**config.mk**
```make
export PLATFORM = sky130hd
export DESIGN_NAME = maxpool_2x2
export DESIGN_NICKNAME = d
export VERILOG_FILES = /design/src/rtl/maxpool_2x2.sv
export SDC_FILE = /design/constraint.sdc
export NUM_CORES = 2
export LEC_CHECK = 0
export CAP_MARGIN = 10
export CORE_AREA = 2 2 378 305
export CTS_CLUSTER_SIZE = 14
export DETAILED_ROUTE_END_ITERATION = 7
export DIE_AREA = 0 0 380 307
export PLACE_DENSITY_LB_ADDON = 0.15
export SYNTH_ARGS = -nofsm -noshare
export SYNTH_HDL_FRONTEND = slang
export SYNTH_SLANG_ARGS = --single-unit
export TNS_END_PERCENT = 1
```
**constraint.sdc**
```tcl
create_clock -name i_clk -period 14.5 [get_ports i_clk]
set_clock_uncertainty 0.2 [all_clocks]
set_input_delay 2.9 -clock i_clk [delete_from_list [all_inputs] [get_ports i_clk]]
set_output_delay 2.9 -clock i_clk [all_outputs]
set_load 0.02 [all_outputs]
```
**src/rtl/maxpool_2x2.sv**
```systemverilog
`default_nettype none
// ============================================================================
//  Module      : maxpool_2x2
//  Description : Streaming per-channel 2x2 max pooling, stride 2, for a
//                raster-ordered (row-major) feature map of
//                IN_HEIGHT x IN_WIDTH positions with NUM_FILTERS parallel
//                signed channels.
//
//                Each pooled position is produced one cycle after the input
//                beat at (odd row, odd column) of its window. A hold register
//                keeps the even-column sample. A row buffer of IN_WIDTH/2
//                entries carries the even-row horizontal maxima down to the
//                odd row.
//
//  Ports       : i_clk            - clock, all logic on rising edge
//                i_rst            - synchronous active-high reset
//                i_feature_valid  - i_features carries one pixel position
//                i_features       - NUM_FILTERS x FEATURE_WIDTH signed inputs
//                o_feature_valid  - one-cycle pulse per pooled position
//                o_features       - pooled maxima, held between pulses
//                o_last           - final pooled position of a frame
//
//  Revision    : 1.0 - initial release
// ============================================================================
module maxpool_2x2 #(
    parameter int NUM_FILTERS   = 6,
    parameter int FEATURE_WIDTH = 16,
    parameter int IN_WIDTH      = 28,
    parameter int IN_HEIGHT     = 28
) (
    input  logic                                        i_clk,
    input  logic                                        i_rst,
    input  logic                                        i_feature_valid,
    input  logic [NUM_FILTERS-1:0][FEATURE_WIDTH-1:0]   i_features,
    output logic                                        o_feature_valid,
    output logic [NUM_FILTERS-1:0][FEATURE_WIDTH-1:0]   o_features,
    output logic                                        o_last
);

    // ------------------------------------------------------------------------
    // Derived constants
    // ------------------------------------------------------------------------
    localparam int c_COL_W     = (IN_WIDTH  > 1) ? $clog2(IN_WIDTH)  : 1;
    localparam int c_ROW_W     = (IN_HEIGHT > 1) ? $clog2(IN_HEIGHT) : 1;
    localparam int c_BUF_DEPTH = IN_WIDTH / 2;
    localparam int c_BUF_W     = (c_BUF_DEPTH > 1) ? $clog2(c_BUF_DEPTH) : 1;

    localparam logic [c_COL_W-1:0] c_COL_LAST = c_COL_W'(IN_WIDTH - 1);
    localparam logic [c_ROW_W-1:0] c_ROW_LAST = c_ROW_W'(IN_HEIGHT - 1);
    localparam logic [c_COL_W-1:0] c_COL_ONE  = c_COL_W'(1);
    localparam logic [c_ROW_W-1:0] c_ROW_ONE  = c_ROW_W'(1);

    // ------------------------------------------------------------------------
    // State
    // ------------------------------------------------------------------------
    logic [c_COL_W-1:0]                         r_col;
    logic [c_ROW_W-1:0]                         r_row;
    logic [NUM_FILTERS-1:0][FEATURE_WIDTH-1:0]  r_hold;
    logic [NUM_FILTERS-1:0][FEATURE_WIDTH-1:0]  r_rowbuf [c_BUF_DEPTH];
    logic [NUM_FILTERS-1:0][FEATURE_WIDTH-1:0]  r_out;
    logic                                       r_valid;
    logic                                       r_last;

    // ------------------------------------------------------------------------
    // Combinational signals
    // ------------------------------------------------------------------------
    logic [c_COL_W-1:0]                         w_col_next;
    logic [c_ROW_W-1:0]                         w_row_next;
    logic                                       w_beat;
    logic                                       w_col_odd;
    logic                                       w_row_odd;
    logic                                       w_col_end;
    logic                                       w_row_end;
    logic                                       w_hold_we;
    logic                                       w_buf_we;
    logic                                       w_out_fire;
    logic                                       w_frame_end;
    logic [c_BUF_W-1:0]                         w_buf_idx;
    logic [NUM_FILTERS-1:0][FEATURE_WIDTH-1:0]  w_buf_rd;
    logic [NUM_FILTERS-1:0][FEATURE_WIDTH-1:0]  w_hmax;
    logic [NUM_FILTERS-1:0][FEATURE_WIDTH-1:0]  w_pool;

    // Input beats are ignored entirely while reset is held.
    assign w_beat      = i_feature_valid & ~i_rst;
    assign w_col_odd   = r_col[0];
    assign w_row_odd   = r_row[0];
    assign w_col_end   = (r_col == c_COL_LAST);
    assign w_row_end   = (r_row == c_ROW_LAST);

    assign w_hold_we   = w_beat & ~w_col_odd;
    assign w_buf_we    = w_beat &  w_col_odd & ~w_row_odd;
    assign w_out_fire  = w_beat &  w_col_odd &  w_row_odd;
    assign w_frame_end = w_out_fire & w_col_end & w_row_end;

    // Window column index: one row-buffer entry per pair of input columns.
    assign w_buf_idx   = c_BUF_W'(r_col >> 1);
    assign w_buf_rd    = r_rowbuf[w_buf_idx];

    // ------------------------------------------------------------------------
    // Per-channel signed comparators
    // ------------------------------------------------------------------------
    generate
        for (genvar g = 0; g < NUM_FILTERS; g++) begin : g_chan
            // Horizontal max of the even-column hold and the odd-column input.
            assign w_hmax[g] = ($signed(r_hold[g]) > $signed(i_features[g]))
                             ? r_hold[g] : i_features[g];
            // Vertical max against the even row stored for this window.
            assign w_pool[g] = ($signed(w_buf_rd[g]) > $signed(w_hmax[g]))
                             ? w_buf_rd[g] : w_hmax[g];
        end
    endgenerate

    // ------------------------------------------------------------------------
    // Raster position counters: advance only on accepted beats
    // ------------------------------------------------------------------------
    always_comb begin
        w_col_next = r_col;
        w_row_next = r_row;
        if (w_beat) begin
            if (w_col_end) begin
                w_col_next = '0;
                // Row wrap marks the frame boundary; there is no frame-start
                // input, so the next beat is pixel (0,0) of a new frame.
                w_row_next = w_row_end ? '0 : (r_row + c_ROW_ONE);
            end else begin
                w_col_next = r_col + c_COL_ONE;
            end
        end
    end

    // ------------------------------------------------------------------------
    // Control and output registers
    // ------------------------------------------------------------------------
    always_ff @(posedge i_clk) begin
        if (i_rst) begin
            r_col   <= '0;
            r_row   <= '0;
            r_valid <= 1'b0;
            r_last  <= 1'b0;
            r_out   <= '0;
        end else begin
            r_col   <= w_col_next;
            r_row   <= w_row_next;
            r_valid <= w_out_fire;
            r_last  <= w_frame_end;
            if (w_out_fire) begin
                r_out <= w_pool;
            end
        end
    end

    // ------------------------------------------------------------------------
    // Datapath storage. No reset: within every frame each hold/row-buffer
    // entry is written (even column / even row) before it is read (odd
    // column / odd row), and a reset restarts the frame at pixel (0,0).
    // ------------------------------------------------------------------------
    always_ff @(posedge i_clk) begin
        if (w_hold_we) begin
            r_hold <= i_features;
        end
        if (w_buf_we) begin
            r_rowbuf[w_buf_idx] <= w_hmax;
        end
    end

    assign o_feature_valid = r_valid;
    assign o_features      = r_out;
    assign o_last          = r_last;

endmodule
`default_nettype wire

```
Word-level counts from Yosys, hierarchy flattened
Memories as Yosys holds them, arrays and structs flattened. A register that Yosys moved wholly into a read port is not among the register bits.
Index checks and enable logic that the tools add are counted.
{"block": "word_totals", "register_bits": 204, "ramBits": 1344, "input_bits": 99, "elab_cells": 62, "mem_count": 1}
{"block": "classes", "add_sub_neg": 2, "order_cmp": 12, "eq_ne": 2, "n_mux": 18, "n_bitwise": 10, "n_reduce_logical": 1}
{"memory": "r_rowbuf", "depth": 14, "word_bits": 96, "read_ports": 1, "rd_ports_with_merged_regs": 1, "write_ports": 1, "line_no": "59", "text": "logic [NUM_FILTERS-1:0][FEATURE_WIDTH-1:0] r_rowbuf [c_BUF_DEPTH];"}
{"op": "16-bit greater-than comparator", "n": 12}
{"op": "16-bit 2-to-1 mux", "n": 12}
{"op": "5-bit by 1-bit adder with 5-bit output, second input constant", "n": 2}
{"op": "5-bit equality test, second input constant", "n": 2}
{"op": "5-bit 2-to-1 mux", "n": 2}
{"op": "4-bit 2-to-1 mux", "n": 2}
{"op": "1-bit bitwise AND", "n": 7}
{"op": "1-bit NOT", "n": 3}
{"op": "1-bit 2-to-1 mux", "n": 2}
{"op": "2-bit AND reduction", "n": 1}

Longest topological paths before layout
{"block": "depth", "depth_word": 6, "mapped_depth": 19}

Worst setup path before layout
No wires, ideal clock.
{"block": "synth_timing", "path_type": "in2reg", "startpoint": "input i_feature_valid", "endpoint": "memory r_rowbuf[0][0] in the netlist's numbering (enable)", "arrival_time_ns": 10.623, "setup_slack_ns": 3.009, "stages": 5, "n_path_buf": 1, "cell_sequence": "clkbuf_1 -> nand2b_1 -> or3b_2 -> or3_1 -> nor3_1"}
{"block": "synth_between", "elab_chain_cells": 5}
{"item": "from (decl)", "line_no": "33", "text": "input logic i_feature_valid,"}
{"item": "1-bit bitwise AND", "line_no": "84", "text": "assign w_beat = i_feature_valid & ~i_rst;"}
{"item": "1-bit bitwise AND (2 in series)", "line_no": "91", "text": "assign w_buf_we = w_beat & w_col_odd & ~w_row_odd;"}
{"item": "1-bit 2-to-1 mux", "line_no": "161", "text": "if (w_buf_we) begin"}
{"item": "1-bit 2-to-1 mux (not written as such)", "line_no": "162", "text": "r_rowbuf[w_buf_idx] <= w_hmax;"}
{"item": "to (decl)", "line_no": "59"}
No other way between the ends.

Worst setup path after layout
{"block": "layout_timing", "startpoint": "input i_features[71] in the netlist's numbering", "endpoint": "register r_out, in the netlist o_features[71]"}
{"block": "layout_between", "elab_chain_cells": 4}
{"item": "from (decl)", "line_no": "34", "text": "input logic [NUM_FILTERS-1:0][FEATURE_WIDTH-1:0] i_features,"}
{"item": "16-bit greater-than comparator", "line_no": "105", "text": "assign w_hmax[g] = ($signed(r_hold[g]) > $signed(i_features[g]))"}
{"item": "16-bit 2-to-1 mux *", "line_no": "106", "text": "? r_hold[g] : i_features[g];"}
{"item": "16-bit greater-than comparator", "line_no": "108", "text": "assign w_pool[g] = ($signed(w_buf_rd[g]) > $signed(w_hmax[g]))"}
{"item": "16-bit 2-to-1 mux *", "line_no": "109", "text": "? w_buf_rd[g] : w_hmax[g];"}
{"item": "to (signal assigned)", "line_no": "147", "text": "r_out <= w_pool;"}
{"item": "to (decl)", "line_no": "60", "text": "logic [NUM_FILTERS-1:0][FEATURE_WIDTH-1:0] r_out;"}
Mark *: on every way between the ends. The rest lies on a longest branch, timed or not.
A chain may end at the register's enable or synchronous reset.

==> metrics.md <==
| Metric | Value |
|---|---|
| Category of the most critical setup path | in -> reg |
| Clk Tree Root Cell | sky130_fd_sc_hd__clkbuf_16 |
| Setup crit end kind | register |
| Slowest cell on crit path | sky130_fd_sc_hd__mux2i_2 |
| Reg-to-reg setup timing slack | 7.88 ns |
| Summed instance area of the synthesized netlist | 65230 um2 |
| Worst hold path endpoint | r_row[1]$_SDFFE_PP0P_ |
| Total power per unit cell area | 128.4 nW/um2 |
| Cell row count | 111 |
| Number of flops mapped to enable cells by yosys | 1440 |
| Mux cell area share after synthesis | 15.65% |
| Area Overhead vs Synth | 12.87% |
| Minimum period implied by the final worst setup slack | 8.168 ns |
| Post-synthesis simple-gate area fraction | 3.506% |
| Async set or reset register ratio after synthesis | 0% |
| Fraction of the yosys area taken by sequential cells | 69.73% |
| Top-level I/O count | 197 |
| Actual transition at the worst max-transition pin | 1.103 ns |
| Fin area | 73630 um2 |
| Total length of routed wires | 146.7 mm |
| Share of the synthesized area in compound gates (AO/OA/AOI/OAI) | 4.922% |
| Worst Hold Class | reg -> reg |
| Met2 Routed Length | 71.80 mm |
| Area share of fa/ha/maj cells after synthesis | 3.721% |
| Worst Min Path Start | r_row[1]$_SDFFE_PP0P_ |
| Post-Synthesis Net Count | 3878 |
| Leading cell type in the layout, fill and taps excluded | sky130_fd_sc_hd__edfxtp_1 |
| Routed wire length per instance | 26.95 um |
| Antenna violations before repair | 1 |
| Final number of setup-violating endpoints | 0 |
| RePlAce Congestion | 0.8715 |
| Length of routed wiring on met1 | 62.73 mm |
| Number of inserted filler cells in the final layout | 7584 |
| Post-cts hold buffer count | 0 |
| Main combinational cell family by area after synthesis | multiplexers |
| H-tree depth | 4 |
| Number of buffers on the longest clock path | 3 |
| Post-synthesis sequential element count | 1552 |
| Vias | 34414 |
| Area enclosed by the die boundary | 116700 um2 |
| Category of cells accounting for the largest share of critical-path delay | compound AO/OA/AOI/OAI gates |
| Distinct cell type count of the synthesized netlist | 70 |
| Total CTS buffers | 149 |
| Highest Signal Layer | met5 |
| Die Ht | 307 um |
| All-Layer GR Usage | 25.47% |
| Ant diodes | 0 |
| Capturing point of the worst reg2reg path | o_features[51]$_SDFFE_PP0P_ |
| CTS sink count | 1552 |
| CP Buf/Inv Count | 3 |
| CP startpoint kind | input port |
| Worst Path Required | 14.97 ns |
| Clock-pin transition on the worst setup and hold timing paths | 0.06 ns |
| Slew Limit Fails | 0 |
| Hold Fails Final Rpt | 0 |
| Port Buffer Count | 196 |
| Area of the core | 113300 um2 |
| Share of post-route cells with drive strength above 1 | 20.08% |
| Biggest cell delay along the critical path | 0.85 ns |
| Max Fanout on Critical Path | 18 |
| Synth warnings | 0 |
| Leftover overflow at the end of global routing | 0 |
| Wire length of the first global-routing pass | 223.0 mm |
| Critical path, cell by cell | clkdlybuf4s50_1 > inv_1 > ha_1 > nand4_1 > a2111oi_2 > a2111oi_0 > o32ai_2 > buf_4 > mux2i_1 > ha_1 > a21o_1 > a21oi_1 > o221ai_1 > a311oi_1 > mux2i_2 > nand2_1 > o21ai_0 |
| Fraction of synthesized cell area in xor and xnor cells | 0.04028% |
| Ratio of final minimum period to clock period | 56.33% |
| Maximum number of pins on one net before global-route repair | 124 |
| Post-CTS setup buffer count | 0 |
| Highest-count cells in the layout ignoring fill and taps | sky130_fd_sc_hd__edfxtp_1, sky130_fd_sc_hd__mux4_2, sky130_fd_sc_hd__inv_1 |
| Mean Syn Cell Area | 18.20 um2 |
| Result of the run | completed |
| Post-Route Setup TNS | 0 ns |
| Power, Total | 9.452 mW |
| Chip Width | 380 um |
| Antenna-violating nets left | 0 |
| Gate count of the mapped netlist | 3585 |
| Number of global-route vias before repair | 35942 |
| Hold path depth | 2 |
| Length of the first detailed-routing pass in iterations | 6 |
| Cell mode on critical path | sky130_fd_sc_hd__ha_1 |
| Fin util | 64.97% |
| TritonCTS clock tree | yes |
| Normalized max-slew margin | 26.47% |
| Clock insertion delay at the later pin of the skew report | 0.78 ns |
| Arrival time reported for the critical path endpoint | 8.63 ns |
| HPWL after detailed placement | 82.45 mm |
| Vias/cell | 6.321 |
| Max Clock Freq | 122.4 MHz |
| DRC violation count after routing | 0 |
| Total leakage power | 24.01 nW |
| Nets | 4104 |
| Flip-flop cell with the highest count after synthesis | sky130_fd_sc_hd__edfxtp_1 |
| Starting Density | 57.56% |
| RSZ-0062 raised after global routing | no |
| Worst IR drop on VDD | 125.8 uV |
| Met3 wirelength from detailed routing | 9.567 mm |
| Total placed instance area | 68910 um2 |
| Max-cap violations | 0 |
| Resized cells post-CTS | 0 |
| Initial DRC Count | 4096 |
| Path depth of the worst reg2reg path | 12 |
area by class of cell:
| type | count | area (um2) | share of cell area [%] |
|---|---|---|---|
| inverter | 208 | 785.8 | 1.067 |
| timing repair buffer | 249 | 2445 | 3.321 |
| tap | 1525 | 1908 | 2.592 |
| multi-input combinational | 1651 | 18280 | 24.82 |
| clock inverter | 75 | 720.7 | 0.9788 |
| clock buffer | 184 | 3994 | 5.424 |
| sequential | 1552 | 45500 | 61.80 |
metal layers:
| layer | up-vias | GRT usage [%] |
|---|---|---|
| met1 | 17991 | 37.09 |
| met4 | 2 | 6.598 |
| met5 | - | 0 |
| met3 | 198 | 3.775 |
| met2 | 1307 | 41.02 |
| li1 | 14916 | - |
report_power, final:
| group | internal, mW | switching (mW) | leakage, nW |
|---|---|---|---|
| Sequential | 4.99 | 0.0142 | 13.9 |
| Clock | 2.15 | 1.63 | 2.31 |
| Combinational | 0.248 | 0.419 | 7.80 |
| Total | 7.39 | 2.06 | 24.0 |
cell families (layout without fill, tap and decap cells):
kind of cell | after synthesis | after routing
adders and majority gates | 194 | 194
AOI/OAI and AO/OA | 472 | 472
muxes | 534 | 534
xor gates and xnor gates | 3 | 3
DFF | 1552 | 1552
and+or+nand+nor | 448 | 448
buffers and inverters | 382 | 716
worst max path at each step:
stage | startpoint | to | slack, ns | cells past startpoint
6_report | i_features[71] | o_features[71]$_SDFFE_PP0P_ | 6.33 | 17
5_1_grt | i_features[71] | o_features[73]$_SDFFE_PP0P_ | 5.85 | 17
4_1_cts | i_features[71] | o_features[71]$_SDFFE_PP0P_ | 6.39 | 16
3_5_place_dp | i_features[15] | o_features[3]$_SDFFE_PP0P_ | 5.57 | 16
3_3_place_gp | i_features[15] | o_features[12]$_SDFFE_PP0P_ | 5.87 | 16
2_1_floorplan | i_feature_valid | r_rowbuf[0][0]$_DFFE_PP_ | 3.01 | 5
Yosys cell counts, drive strengths merged (5+ instances only):
cell | instances | area share (%)
a21o | 40 | 0.46
nor2 | 142 | 0.82
and4 | 5 | 0.067
o32a | 15 | 0.23
o31a | 32 | 0.43
a21boi | 15 | 0.17
inv | 208 | 1.2
mux2i | 59 | 0.92
nor3b | 38 | 0.44
buf | 76 | 0.67
a21oi | 99 | 0.76
dfxtp | 112 | 3.4
nand3 | 62 | 0.48
a31oi | 15 | 0.14
nor2b | 12 | 0.12
nor3 | 8 | 0.061
nand4 | 42 | 0.40
o21a | 41 | 0.47
a2111oi | 8 | 0.12
clkbuf | 98 | 0.56
nand2b | 11 | 0.11
ha | 194 | 3.7
o211ai | 12 | 0.14
a41oi | 16 | 0.21
o21ai | 112 | 0.93
nand2 | 63 | 0.36
mux2 | 97 | 1.7
a211oi | 36 | 0.41
and2 | 44 | 0.42
edfxtp | 1440 | 66
mux4 | 378 | 13
metrics by stage:
step / std cells / hold slack (ns) / setup WS, ns
finish: 5444 / 0.3155 / 6.332
CTS: 5444 / 0.3072 / 6.391
global route: 5444 / 0.3201 / 5.849
floorplan: 3585 / 0.2670 / 3.009
global placement: 5185 / 0.2810 / 5.869
detailed placement: 5185 / 0.2906 / 5.569
sequential cells by signal (all words and copies together) (netlist names), named ones only:
| signal | count |
|---|---|
| r_hold | 96 |
| o_feature_valid | 1 |
| r_col | 5 |
| o_last | 1 |
| r_row | 5 |
| r_rowbuf | 1344 |
| o_features | 96 |
worst register-to-register path, stage by stage, from the launching register on:
cell and delay [ns]:
sky130_fd_sc_hd__dfxtp_4 0.81, sky130_fd_sc_hd__buf_12 0.80, sky130_fd_sc_hd__buf_4 0.89, sky130_fd_sc_hd__mux4_2 0.68, sky130_fd_sc_hd__mux4_2 0.53, sky130_fd_sc_hd__ha_1 0.32
sky130_fd_sc_hd__a21o_1 0.16, sky130_fd_sc_hd__a21oi_1 0.24, sky130_fd_sc_hd__o221ai_1 0.18, sky130_fd_sc_hd__a311oi_1 0.32, sky130_fd_sc_hd__mux2_2 0.53, sky130_fd_sc_hd__nand2b_1 0.49
sky130_fd_sc_hd__o21ai_0 0.36
No activity file was read; power rests on OpenSTA's default activity.
